<file path="src/rtl/text_write_ctrl_pkg.sv">
// Shared constants and state encoding for the VGA text write sequencer.
package text_ctrl_pkg;

    localparam int unsigned DEF_COLS = 32;
    localparam int unsigned DEF_ROWS = 4;

    localparam logic [7:0] CH_CR    = 8'h0D;
    localparam logic [7:0] CH_LF    = 8'h0A;
    localparam logic [7:0] CH_BS    = 8'h08;
    localparam logic [7:0] CH_DEL   = 8'h7F;
    localparam logic [7:0] CH_FF    = 8'h0C;
    localparam logic [7:0] CH_SPACE = 8'h20;
    localparam logic [7:0] PRINT_LO = 8'h20;
    localparam logic [7:0] PRINT_HI = 8'h7E;

    typedef enum logic [1:0] {
        IDLE  = 2'd0,
        PUT   = 2'd1,
        CLEAR = 2'd2
    } state_t;

    function automatic logic is_printable(input logic [7:0] b);
        return (b >= PRINT_LO) && (b <= PRINT_HI);
    endfunction

endpackage

</file>
<file path="src/rtl/text_write_ctrl_if.sv">
// Byte input and character-RAM write bus of the text write sequencer.
interface text_write_ctrl_if #(
    parameter int unsigned COLS = text_ctrl_pkg::DEF_COLS,
    parameter int unsigned ROWS = text_ctrl_pkg::DEF_ROWS
);
    logic [7:0]              rx_data;
    logic                    rx_valid;
    logic                    ready;
    logic                    overrun;
    logic                    we;
    logic [$clog2(ROWS)-1:0] wr_row;
    logic [$clog2(COLS)-1:0] wr_col;
    logic [7:0]              wr_data;
    logic [$clog2(ROWS)-1:0] cur_row;
    logic [$clog2(COLS)-1:0] cur_col;
    logic                    busy;

    modport master (
        output rx_data, rx_valid,
        input  ready, overrun, we, wr_row, wr_col, wr_data, cur_row, cur_col, busy
    );

    modport slave (
        input  rx_data, rx_valid,
        output ready, overrun, we, wr_row, wr_col, wr_data, cur_row, cur_col, busy
    );
endinterface

</file>
<file path="src/rtl/text_write_ctrl_cursor.sv">
// Cursor registers; nxt_*_c exposes the position after this cycle's operation.
module text_cursor
    import text_ctrl_pkg::*;
#(
    parameter int unsigned COLS = DEF_COLS,
    parameter int unsigned ROWS = DEF_ROWS
) (
    input  logic                    clk,
    input  logic                    reset,
    input  logic                    advance,
    input  logic                    retreat,
    input  logic                    cr,
    input  logic                    lf,
    input  logic                    home,
    output logic [$clog2(ROWS)-1:0] row,
    output logic [$clog2(COLS)-1:0] col,
    output logic                    at_origin,
    output logic [$clog2(ROWS)-1:0] nxt_row_c,
    output logic [$clog2(COLS)-1:0] nxt_col_c
);
    localparam int unsigned RW = $clog2(ROWS);
    localparam int unsigned CW = $clog2(COLS);

    // Home wins; retreat from the origin is a no-op.
    always_comb begin
        nxt_row_c = row;
        nxt_col_c = col;
        if (home) begin
            nxt_row_c = '0;
            nxt_col_c = '0;
        end else if (advance) begin
            if (col == CW'(COLS - 1)) begin
                nxt_col_c = '0;
                nxt_row_c = row + RW'(1);
            end else begin
                nxt_col_c = col + CW'(1);
            end
        end else if (retreat) begin
            if (col != '0) begin
                nxt_col_c = col - CW'(1);
            end else if (row != '0) begin
                nxt_row_c = row - RW'(1);
                nxt_col_c = CW'(COLS - 1);
            end
        end else if (cr) begin
            nxt_col_c = '0;
        end else if (lf) begin
            nxt_row_c = row + RW'(1);
        end
    end

    always_ff @(posedge clk) begin
        if (reset) begin
            row       <= '0;
            col       <= '0;
            at_origin <= 1'b1;
        end else begin
            row       <= nxt_row_c;
            col       <= nxt_col_c;
            at_origin <= (nxt_row_c == '0) && (nxt_col_c == '0);
        end
    end

endmodule

</file>
<file path="src/rtl/text_write_ctrl.sv">
// UART-byte to character-RAM write sequencer with cursor tracking.
// TEXT_WRITE_CTRL_CLEAR_EN builds the form-feed full-screen clear sweep.
module text_write_ctrl
    import text_ctrl_pkg::*;
#(
    parameter int unsigned COLS = DEF_COLS,
    parameter int unsigned ROWS = DEF_ROWS
) (
    input logic              clk,
    input logic              reset,
    text_write_ctrl_if.slave bus
);
    localparam int unsigned RW = $clog2(ROWS);
    localparam int unsigned CW = $clog2(COLS);

    state_t          state;
    state_t          state_n;
    logic            op_adv, op_ret, op_cr, op_lf, op_home;
    logic            we_n, overrun_n;
    logic [RW-1:0]   wr_row_n;
    logic [CW-1:0]   wr_col_n;
    logic [7:0]      wr_data_n;
    logic [RW-1:0]   cur_row, nxt_row;
    logic [CW-1:0]   cur_col, nxt_col;
    logic            at_origin;
    logic            is_erase;
`ifdef TEXT_WRITE_CTRL_CLEAR_EN
    logic            busy_n;
    logic            sweep_last;
    // Cursor about to wrap to the origin marks the final sweep cell.
    assign sweep_last = (nxt_row == '0) && (nxt_col == '0);
`endif

    text_cursor #(.COLS(COLS), .ROWS(ROWS)) u_cursor (
        .clk       (clk),
        .reset     (reset),
        .advance   (op_adv),
        .retreat   (op_ret),
        .cr        (op_cr),
        .lf        (op_lf),
        .home      (op_home),
        .row       (cur_row),
        .col       (cur_col),
        .at_origin (at_origin),
        .nxt_row_c (nxt_row),
        .nxt_col_c (nxt_col)
    );

    assign is_erase    = (bus.rx_data == CH_BS) || (bus.rx_data == CH_DEL);
    assign bus.ready   = (state == IDLE);
    assign bus.cur_row = cur_row;
    assign bus.cur_col = cur_col;
`ifndef TEXT_WRITE_CTRL_CLEAR_EN
    assign bus.busy    = 1'b0;
`endif

    always_ff @(posedge clk) begin
        if (reset) begin
            state       <= IDLE;
            bus.we      <= 1'b0;
            bus.overrun <= 1'b0;
            bus.wr_row  <= '0;
            bus.wr_col  <= '0;
            bus.wr_data <= '0;
`ifdef TEXT_WRITE_CTRL_CLEAR_EN
            bus.busy    <= 1'b0;
`endif
        end else begin
            state       <= state_n;
            bus.we      <= we_n;
            bus.overrun <= overrun_n;
            bus.wr_row  <= wr_row_n;
            bus.wr_col  <= wr_col_n;
            bus.wr_data <= wr_data_n;
`ifdef TEXT_WRITE_CTRL_CLEAR_EN
            bus.busy    <= busy_n;
`endif
        end
    end

    always_comb begin
        state_n = state;
        case (state)
            IDLE: begin
                if (bus.rx_valid) begin
                    if (is_printable(bus.rx_data)) state_n = PUT;
                    else if (is_erase && !at_origin) state_n = PUT;
`ifdef TEXT_WRITE_CTRL_CLEAR_EN
                    else if (bus.rx_data == CH_FF) state_n = CLEAR;
`endif
                end
            end
            PUT: state_n = IDLE;
`ifdef TEXT_WRITE_CTRL_CLEAR_EN
            CLEAR: if (sweep_last) state_n = IDLE;
`endif
            default: state_n = IDLE;
        endcase
    end

    // Write address for erase/clear comes from the cursor's post-operation position.
    always_comb begin
        op_adv    = 1'b0;
        op_ret    = 1'b0;
        op_cr     = 1'b0;
        op_lf     = 1'b0;
        op_home   = 1'b0;
        we_n      = 1'b0;
        overrun_n = bus.rx_valid && (state != IDLE);
        wr_row_n  = bus.wr_row;
        wr_col_n  = bus.wr_col;
        wr_data_n = bus.wr_data;
`ifdef TEXT_WRITE_CTRL_CLEAR_EN
        busy_n    = 1'b0;
`endif
        case (state)
            IDLE: begin
                if (bus.rx_valid) begin
                    if (is_printable(bus.rx_data)) begin
                        op_adv    = 1'b1;
                        we_n      = 1'b1;
                        wr_row_n  = cur_row;
                        wr_col_n  = cur_col;
                        wr_data_n = bus.rx_data;
                    end else if (bus.rx_data == CH_CR) begin
                        op_cr = 1'b1;
                    end else if (bus.rx_data == CH_LF) begin
                        op_lf = 1'b1;
                    end else if (is_erase) begin
                        if (!at_origin) begin
                            op_ret    = 1'b1;
                            we_n      = 1'b1;
                            wr_row_n  = nxt_row;
                            wr_col_n  = nxt_col;
                            wr_data_n = CH_SPACE;
                        end
`ifdef TEXT_WRITE_CTRL_CLEAR_EN
                    end else if (bus.rx_data == CH_FF) begin
                        op_home   = 1'b1;
                        we_n      = 1'b1;
                        busy_n    = 1'b1;
                        wr_row_n  = nxt_row;
                        wr_col_n  = nxt_col;
                        wr_data_n = CH_SPACE;
`endif
                    end
                end
            end
`ifdef TEXT_WRITE_CTRL_CLEAR_EN
            CLEAR: begin
                op_adv    = 1'b1;
                we_n      = !sweep_last;
                busy_n    = !sweep_last;
                wr_row_n  = nxt_row;
                wr_col_n  = nxt_col;
                wr_data_n = CH_SPACE;
            end
`endif
            default: ;
        endcase
    end

endmodule

</file>
<file path="src/flat_wrapper.sv">
// flat-port wrapper written by rule: the top's interface ports become plain ports
module text_write_ctrl_flat import text_ctrl_pkg::*;
#(
    parameter int unsigned COLS = DEF_COLS,
    parameter int unsigned ROWS = DEF_ROWS
)
  (clk, reset, bus_rx_data, bus_rx_valid, bus_ready, bus_overrun, bus_we, bus_wr_row, bus_wr_col, bus_wr_data, bus_cur_row, bus_cur_col, bus_busy);
  text_write_ctrl_if #(.COLS(COLS), .ROWS(ROWS)) bus_i ();
  input logic clk;
  input logic reset;
  input wire logic [$bits(bus_i.rx_data)-1:0] bus_rx_data;
  input wire logic [$bits(bus_i.rx_valid)-1:0] bus_rx_valid;
  output wire logic [$bits(bus_i.ready)-1:0] bus_ready;
  output wire logic [$bits(bus_i.overrun)-1:0] bus_overrun;
  output wire logic [$bits(bus_i.we)-1:0] bus_we;
  output wire logic [$bits(bus_i.wr_row)-1:0] bus_wr_row;
  output wire logic [$bits(bus_i.wr_col)-1:0] bus_wr_col;
  output wire logic [$bits(bus_i.wr_data)-1:0] bus_wr_data;
  output wire logic [$bits(bus_i.cur_row)-1:0] bus_cur_row;
  output wire logic [$bits(bus_i.cur_col)-1:0] bus_cur_col;
  output wire logic [$bits(bus_i.busy)-1:0] bus_busy;
  assign bus_i.rx_data = bus_rx_data;
  assign bus_i.rx_valid = bus_rx_valid;
  assign bus_ready = bus_i.ready;
  assign bus_overrun = bus_i.overrun;
  assign bus_we = bus_i.we;
  assign bus_wr_row = bus_i.wr_row;
  assign bus_wr_col = bus_i.wr_col;
  assign bus_wr_data = bus_i.wr_data;
  assign bus_cur_row = bus_i.cur_row;
  assign bus_cur_col = bus_i.cur_col;
  assign bus_busy = bus_i.busy;
  text_write_ctrl #(.COLS(COLS), .ROWS(ROWS)) u_core (.clk(clk), .reset(reset), .bus(bus_i));
endmodule
</file>
<file path="config.mk">
export PLATFORM = sky130hd
export DESIGN_NAME = text_write_ctrl_flat
export DESIGN_NICKNAME = d
export VERILOG_FILES = /design/src/rtl/text_write_ctrl_pkg.sv /design/src/rtl/text_write_ctrl_if.sv /design/src/rtl/text_write_ctrl_cursor.sv /design/src/rtl/text_write_ctrl.sv /design/src/flat_wrapper.sv
export SDC_FILE = /design/constraint.sdc
export NUM_CORES = 1
export LEC_CHECK = 0
export ABC_AREA = 1
export CAP_MARGIN = 25
export CORE_MARGIN = 4
export CORE_UTILIZATION = 50
export CTS_CLUSTER_SIZE = 8
export DETAILED_ROUTE_END_ITERATION = 8
export PLACE_DENSITY = 0.88
export REMOVE_ABC_BUFFERS = 1
export SETUP_SLACK_MARGIN = 0.3
export SLEW_MARGIN = 15
export SYNTH_ARGS = -nofsm -noshare
export SYNTH_HDL_FRONTEND = slang
export SYNTH_SLANG_ARGS = --single-unit
</file>
<file path="constraint.sdc">
create_clock -name clk -period 1.75 [get_ports clk]
set_input_delay 0.2625 -clock clk [delete_from_list [all_inputs] [get_ports clk]]
set_output_delay 0.2625 -clock clk [all_outputs]
set_load 0.03 [all_outputs]
</file>
Word level (Yosys, flattened, before mapping). Cells that the tools add are included. Widths: inputs -> output; s select.

Register bits after elaboration: 27. Bits of input ports: 11. Output and inout port bits: 26. Word-level logic and storage cells: 93.

$add $sub $neg: 4. Order comparisons: 2. Equality and inequality tests: 8. Mux-type cells: 50. Bitwise logic cells: 2. Reductions and logical operators: 18.

Operators with widths (number): $mux 5 (11); $mux 8 (5); $mux 2 (14); $eq 8x4->1 const B (3); $mux 1 (20); $eq 8x7->1 const B (1); $ge 8x6->1 const B (1); $le 8x7->1 const B (1); $reduce_bool 2->1 (4); $ne 2x1->1 const B (3); $reduce_and 6->1 (1); $add 5x1->5 const B (1); $eq 5x5->1 const B (1); $logic_not 5->1 (1); $reduce_bool 5->1 (1); $sub 5x1->5 const B (1); $logic_and 1x1->1 (4); $logic_not 2->1 (2); $reduce_or 3->1 (1); $add 2x1->2 const B (1); $not 1->1 (2); $reduce_and 2->1 (1); $reduce_or 2->1 (1); $sub 2x1->2 const B (1); other kinds (2) (2).

Depth between registers and ports, before layout.
Depth after elaboration: 15. Gate-level depth with buffers: 15.

Hierarchy. A second synthesis with hierarchy kept.

Cells, all modules: 289. Area total of the unflattened synthesis: 1775.5 sq um.

By module, submodules not included: text_write_ctrl (instances 1, cells an instance 153, area an instance 967.2 sq um, seq. area each 360.3 sq um); text_cursor (instances 1, cells an instance 136, area an instance 808.3 sq um, seq. area each 160.2 sq um).

Least setup slack after synthesis. No wires, ideal clock.

Path type: flip-flop to flip-flop. Start point: register u_core.u_cursor.col[0]. End point: register u_core.u_cursor.at_origin. Arrival time: 1805 ps. Data required time: 1689 ps. Slack: -115 ps. Stages on the path, launching flop included: 16. Buffers on the path: 0. Path through: dfxtp_1 > inv_1 > ha_1 > inv_1 > nor2_1 > o21ai_0 > nand2_1 > inv_1 > nand3_1 > nand2_1 > nor2_1 > nor2_1 > nand2_1 > nor2_1 > nand2_1 > nand2_1.

Cells in the longest elaborated chain, start to end: 6.

Ends and longest elaborated chain: start: declaration (RTL line text_write_ctrl_cursor.sv:16) `output logic [$clog2(COLS)-1:0] col,`; start signal: assignment (RTL line text_write_ctrl_cursor.sv:59) `col <= nxt_col_c;`; $sub 5x1->5 (tied with other cells) (RTL line text_write_ctrl_cursor.sv:40) `nxt_col_c = col - CW'(1);`; $mux 5 or $mux 2 (tied branches) (RTL line text_write_ctrl_cursor.sv:39) `if (col != '0) begin`; $mux 5 or $mux 2 (tied branches) (RTL line text_write_ctrl_cursor.sv:38) `end else if (retreat) begin`; $mux 5 or $mux 2 (tied branches) (RTL line text_write_ctrl_cursor.sv:31) `end else if (advance) begin`; $logic_not 5->1 or $logic_not 2->1 (tied branches) (RTL line text_write_ctrl_cursor.sv:60) `at_origin <= (nxt_row_c == '0) && (nxt_col_c == '0);`; $logic_and 1x1->1 (*) (RTL line text_write_ctrl_cursor.sv:60); end signal: assignment (RTL line text_write_ctrl_cursor.sv:60); end: declaration (RTL line text_write_ctrl_cursor.sv:17) `output logic at_origin,`.

Mark *: on every way between the ends. The rest lies on a longest branch, timed or not. A chain may end at the register's enable or synchronous reset.

Worst setup path after layout.
Start point: register u_core.u_cursor.row[0]. End point: register u_core.u_cursor.at_origin.

Cells in the longest elaborated chain, start to end: 7.

Ends and longest elaborated chain: start: declaration (RTL line text_write_ctrl_cursor.sv:15) `output logic [$clog2(ROWS)-1:0] row,`; start signal: assignment (RTL line text_write_ctrl_cursor.sv:58) `row <= nxt_row_c;`; $add 2x1->2 (tied with other cells) (RTL line text_write_ctrl_cursor.sv:34, text_write_ctrl_cursor.sv:48); $mux 2 (tied with other cells) (RTL line text_write_ctrl_cursor.sv:47) `end else if (lf) begin`; $mux 2 (tied with other cells) (RTL line text_write_ctrl_cursor.sv:45) `end else if (cr) begin`; $mux 2 or $mux 5 (tied branches) (RTL line text_write_ctrl_cursor.sv:38); $mux 2 or $mux 5 (tied branches) (RTL line text_write_ctrl_cursor.sv:31); $logic_not 2->1 or $logic_not 5->1 (tied branches) (RTL line text_write_ctrl_cursor.sv:60); $logic_and 1x1->1 (*) (RTL line text_write_ctrl_cursor.sv:60).

Marks and branches as above.

==> results by group <==
Synth
  • Synthesized area: ~1600 um^2
  • Synth warnings: 0
  • Unique masters post-synth: 30
  • Top-count cell post-synth: nand2_1
  • Synth async-reset ratio: 0
  • Syn Inst Count: approximately 250
  • Top_reg_cell synth: dfxtp_1
  • Synth area leaders: dfxtp_1 32%, nand2_1 18%, nor2_1 7.4%
  • Avg Synthesized Cell Area: around 6.4 um^2
  • Top-area cell type share of the netlist area: 0.320
  • Post-synth top area cell: dfxtp_1
  • Number of synthesized flops with an enable pin: 0
  • Synthesized flop and latch total: 26
  • Post-synthesis sequential area ratio: 0.320
  • Commonest cells post-synth: 76 x nand2_1, 32 x nor2_1, 28 x inv_1, 26 x dfxtp_1, 21 x a21oi_1

Die
  • Standard-cell rows: 20
  • Core footprint: 3080 um^2
  • Die ar.: around 4200 um^2
  • Die W: between 60 and 70 um
  • Initial core utilization: 0.529
  • Chip height: 65.1 um
  • Top Ports: 37

Drt
  • Routed len/inst: approximately 18 um
  • Via density: between 5 and 6
  • DRC Markers: 0
  • TritonRoute pass-1 iters: 5
  • DRT Wirelength: approximately 6.8 mm
  • Vias: roughly 2200
  • Routed Antenna Nets: 0
  • DR iter-0 viols: roughly 300

Final layout
  • Design area: roughly 2700 um^2
  • Final net count: approximately 350
  • Layout cells sized above 1: 0.487
  • Antenna cell count: 0
  • Area growth, synth to finish: 65.2%
  • Final cell count without fillers: approximately 380
  • Fillers: between 150 and 200

Place
  • Number of port buffers: 35
  • Post-Place Worst Slack: -408 ps
  • GP Congestion: around 0.95
  • Placed cell area: about 2300 um^2
  • Placed insts: 366
  • DP HPWL: 3.41 mm

Clock network
  • H-tree depth: 1
  • Worst-skew pair later-pin latency: ~340 ps
  • CTS Sinks: 26
  • Hold buffers post-CTS: 0
  • CTS Buf Count: 3
  • CTS root buf: clkbuf_4
  • Clk buf depth: 2
  • CTS tree: done
  • Clock slew at reported path FFs: around 160 ps

Global route
  • Tot GR Track Use: 0.261
  • Vias in the first global route: ~2000
  • Global-route wire length before repair: around 8.7 mm
  • Total grt overflow: 0
  • Largest net degree at the start of global routing: 16
  • Initial antenna violation count: 0

STA
  • Worst Slack Setup Final: -44.6 ps
  • Fmax: around 0.56 GHz
  • Clock Skews: ~6.0 ps
  • Crit share post-route: 1.03
  • Max Slew Vio Count: 0
  • Tmin final: 1790 ps
  • Final-report hold violation count: 0
  • Final Setup Violations: 1
  • Unrepaired setup endpoints after global routing: yes

Power and ir drop
  • Pint: between 0.001 and 0.0015 W
  • Clock power share: 0.284
  • PD cells: about 580 nW/um^2
  • Net Switching: about 0.00052 W
  • Switching power share of the total: 0.336
  • Seq pwr share: 0.407
  • Comb power frac: 0.309
  • VDD IR-drop max: 0.000472 V
  • Leakage: between 1 and 1.5 nW

Worst setup path
  • CP arrival: 2040 ps
  • Critical Path RT: ~2000 ps
  • Worst setup path class: flip-flop to flip-flop
  • Critical R2R Launch: u_core.u_cursor.row[0]
  • Register-to-Register Path Depth: 14
  • Critical Path Start: u_core.u_cursor.row[0]
  • R2R setup slack: -40 ps
  • Critical Path End Type: flip-flop
  • CP Max Fanout: 4
  • Critical path endpoint: u_core.u_cursor.at_origin
  • Capturing point of the worst reg2reg path: u_core.u_cursor.at_origin
  • Startpoint types: flip-flop

Status
  • Outcome: complete, but fails checks
  • Failing checks: negative setup slack

Hold path
  • Hold crit path type: input pin to flip-flop

Flow run
  • Max cap viols: 0
==> logic make-up after synthesis <==
family	synth area share
adders and majority gates	0.0461
buffers and inverters	0.0991
AOI/OAI and AO/OA	0.134
other	0.00230
and+or+nand+nor	0.399
DFF	0.320
==> area by class of cell <==
cell class                 count  area [um^2]  share of cell area
timing repair buffer          82          692               0.257
tap                           44         55.1              0.0205
multi-input combinational    189         1220               0.452
clock buffer                   3         22.5             0.00837
inverter                      34          145              0.0539
sequential                    26          531               0.197
clock inverter                 1         30.0              0.0112
==> repair_timing <==
| action | 4_1_cts | 5_1_grt |
|---|---|---|
| setup endpoints to repair | 50 | 27 |
| buffers inserted | 6 | 3 |
| pin swaps | 28 | 18 |
| gates resized for setup | 105 | 73 |
==> how the worst min path moves through the flow <==
stage | startpoint | to | slack, ps | depth (start not counted)
after global placement | u_core.bus.wr_data[7] | u_core.bus.wr_data[7] | 430 | 2
after global routing | bus_rx_data[4] | u_core.bus.wr_data[4] | 200 | 3
after floorplan | reset | u_core.bus.wr_col[0] | 330 | 1
final | bus_rx_data[4] | u_core.bus.wr_data[4] | 170 | 3
after CTS | bus_rx_data[4] | u_core.bus.wr_data[4] | 340 | 3
after detailed placement | u_core.bus.wr_data[7] | u_core.bus.wr_data[7] | 440 | 2
==> cells in the final DEF (no fill, tap or decap), types with 11 or more instances in the layout <==
cell type      instances
a21oi_1               13
buf_4                 38
dfxtp_1               20
dlygate4sd2_1         18
inv_1                 16
inv_2                 14
nand2_1               59
nand2_2               16
nor2_1                19
nor2_2                11
==> flip-flops by register name, indices dropped and copies added (netlist names), 2 cells and up <==
signal,cells
u_core.bus.wr_data,8
u_core.bus.wr_col,5
u_core.u_cursor.col,5
u_core.bus.wr_row,2
u_core.u_cursor.row,2
==> power groups by stage <==
| stage | Clock (W) | Combinational, W | Sequential (W) |
|---|---|---|---|
| 2_1_floorplan | 0 | 0.000151 | 0.000680 |
| 3_3_place_gp | 0 | 0.000359 | 0.000641 |
| 3_5_place_dp | 0 | 0.000365 | 0.000641 |
| 4_1_cts | 0.000424 | 0.000390 | 0.000631 |
| 5_1_grt | 0.000459 | 0.000508 | 0.000635 |
| 6_report | 0.000441 | 0.000479 | 0.000633 |
==> worst max-delay path, stage by stage, from the launching register on <==
cell     delay [ps]
dfxtp_1         370
inv_2            70
ha_2            200
inv_1           110
nor2_1           60
o21ai_1         170
inv_1            80
nand3_2         100
nand2_1          60
nor2_1          140
nor2_2           70
nand2_1          80
nor2_1           40
nand2_1          70
nand2_1          70
==> per-layer routing <==
metal  share of wire  vias up  track usage
li1                -      962            -
met1            0.35     1017        0.281
met2            0.48      194        0.479
met3           0.093       71       0.0555
met4           0.079        0        0.127
met5               0        -            0
==> per-stage QoR <==
stage          hold slack (ps)   util  power [W]  setup TNS [ps]
2_1_floorplan              332      -   0.000831            -118
3_3_place_gp               432  0.752    0.00100           -5790
3_5_place_dp               439  0.752    0.00101           -6680
4_1_cts                    341  0.823    0.00145               0
5_1_grt                    201  0.874    0.00160            -225
6_report                   168  0.874    0.00155           -44.6
No activity file was read; power rests on OpenSTA's default activity.
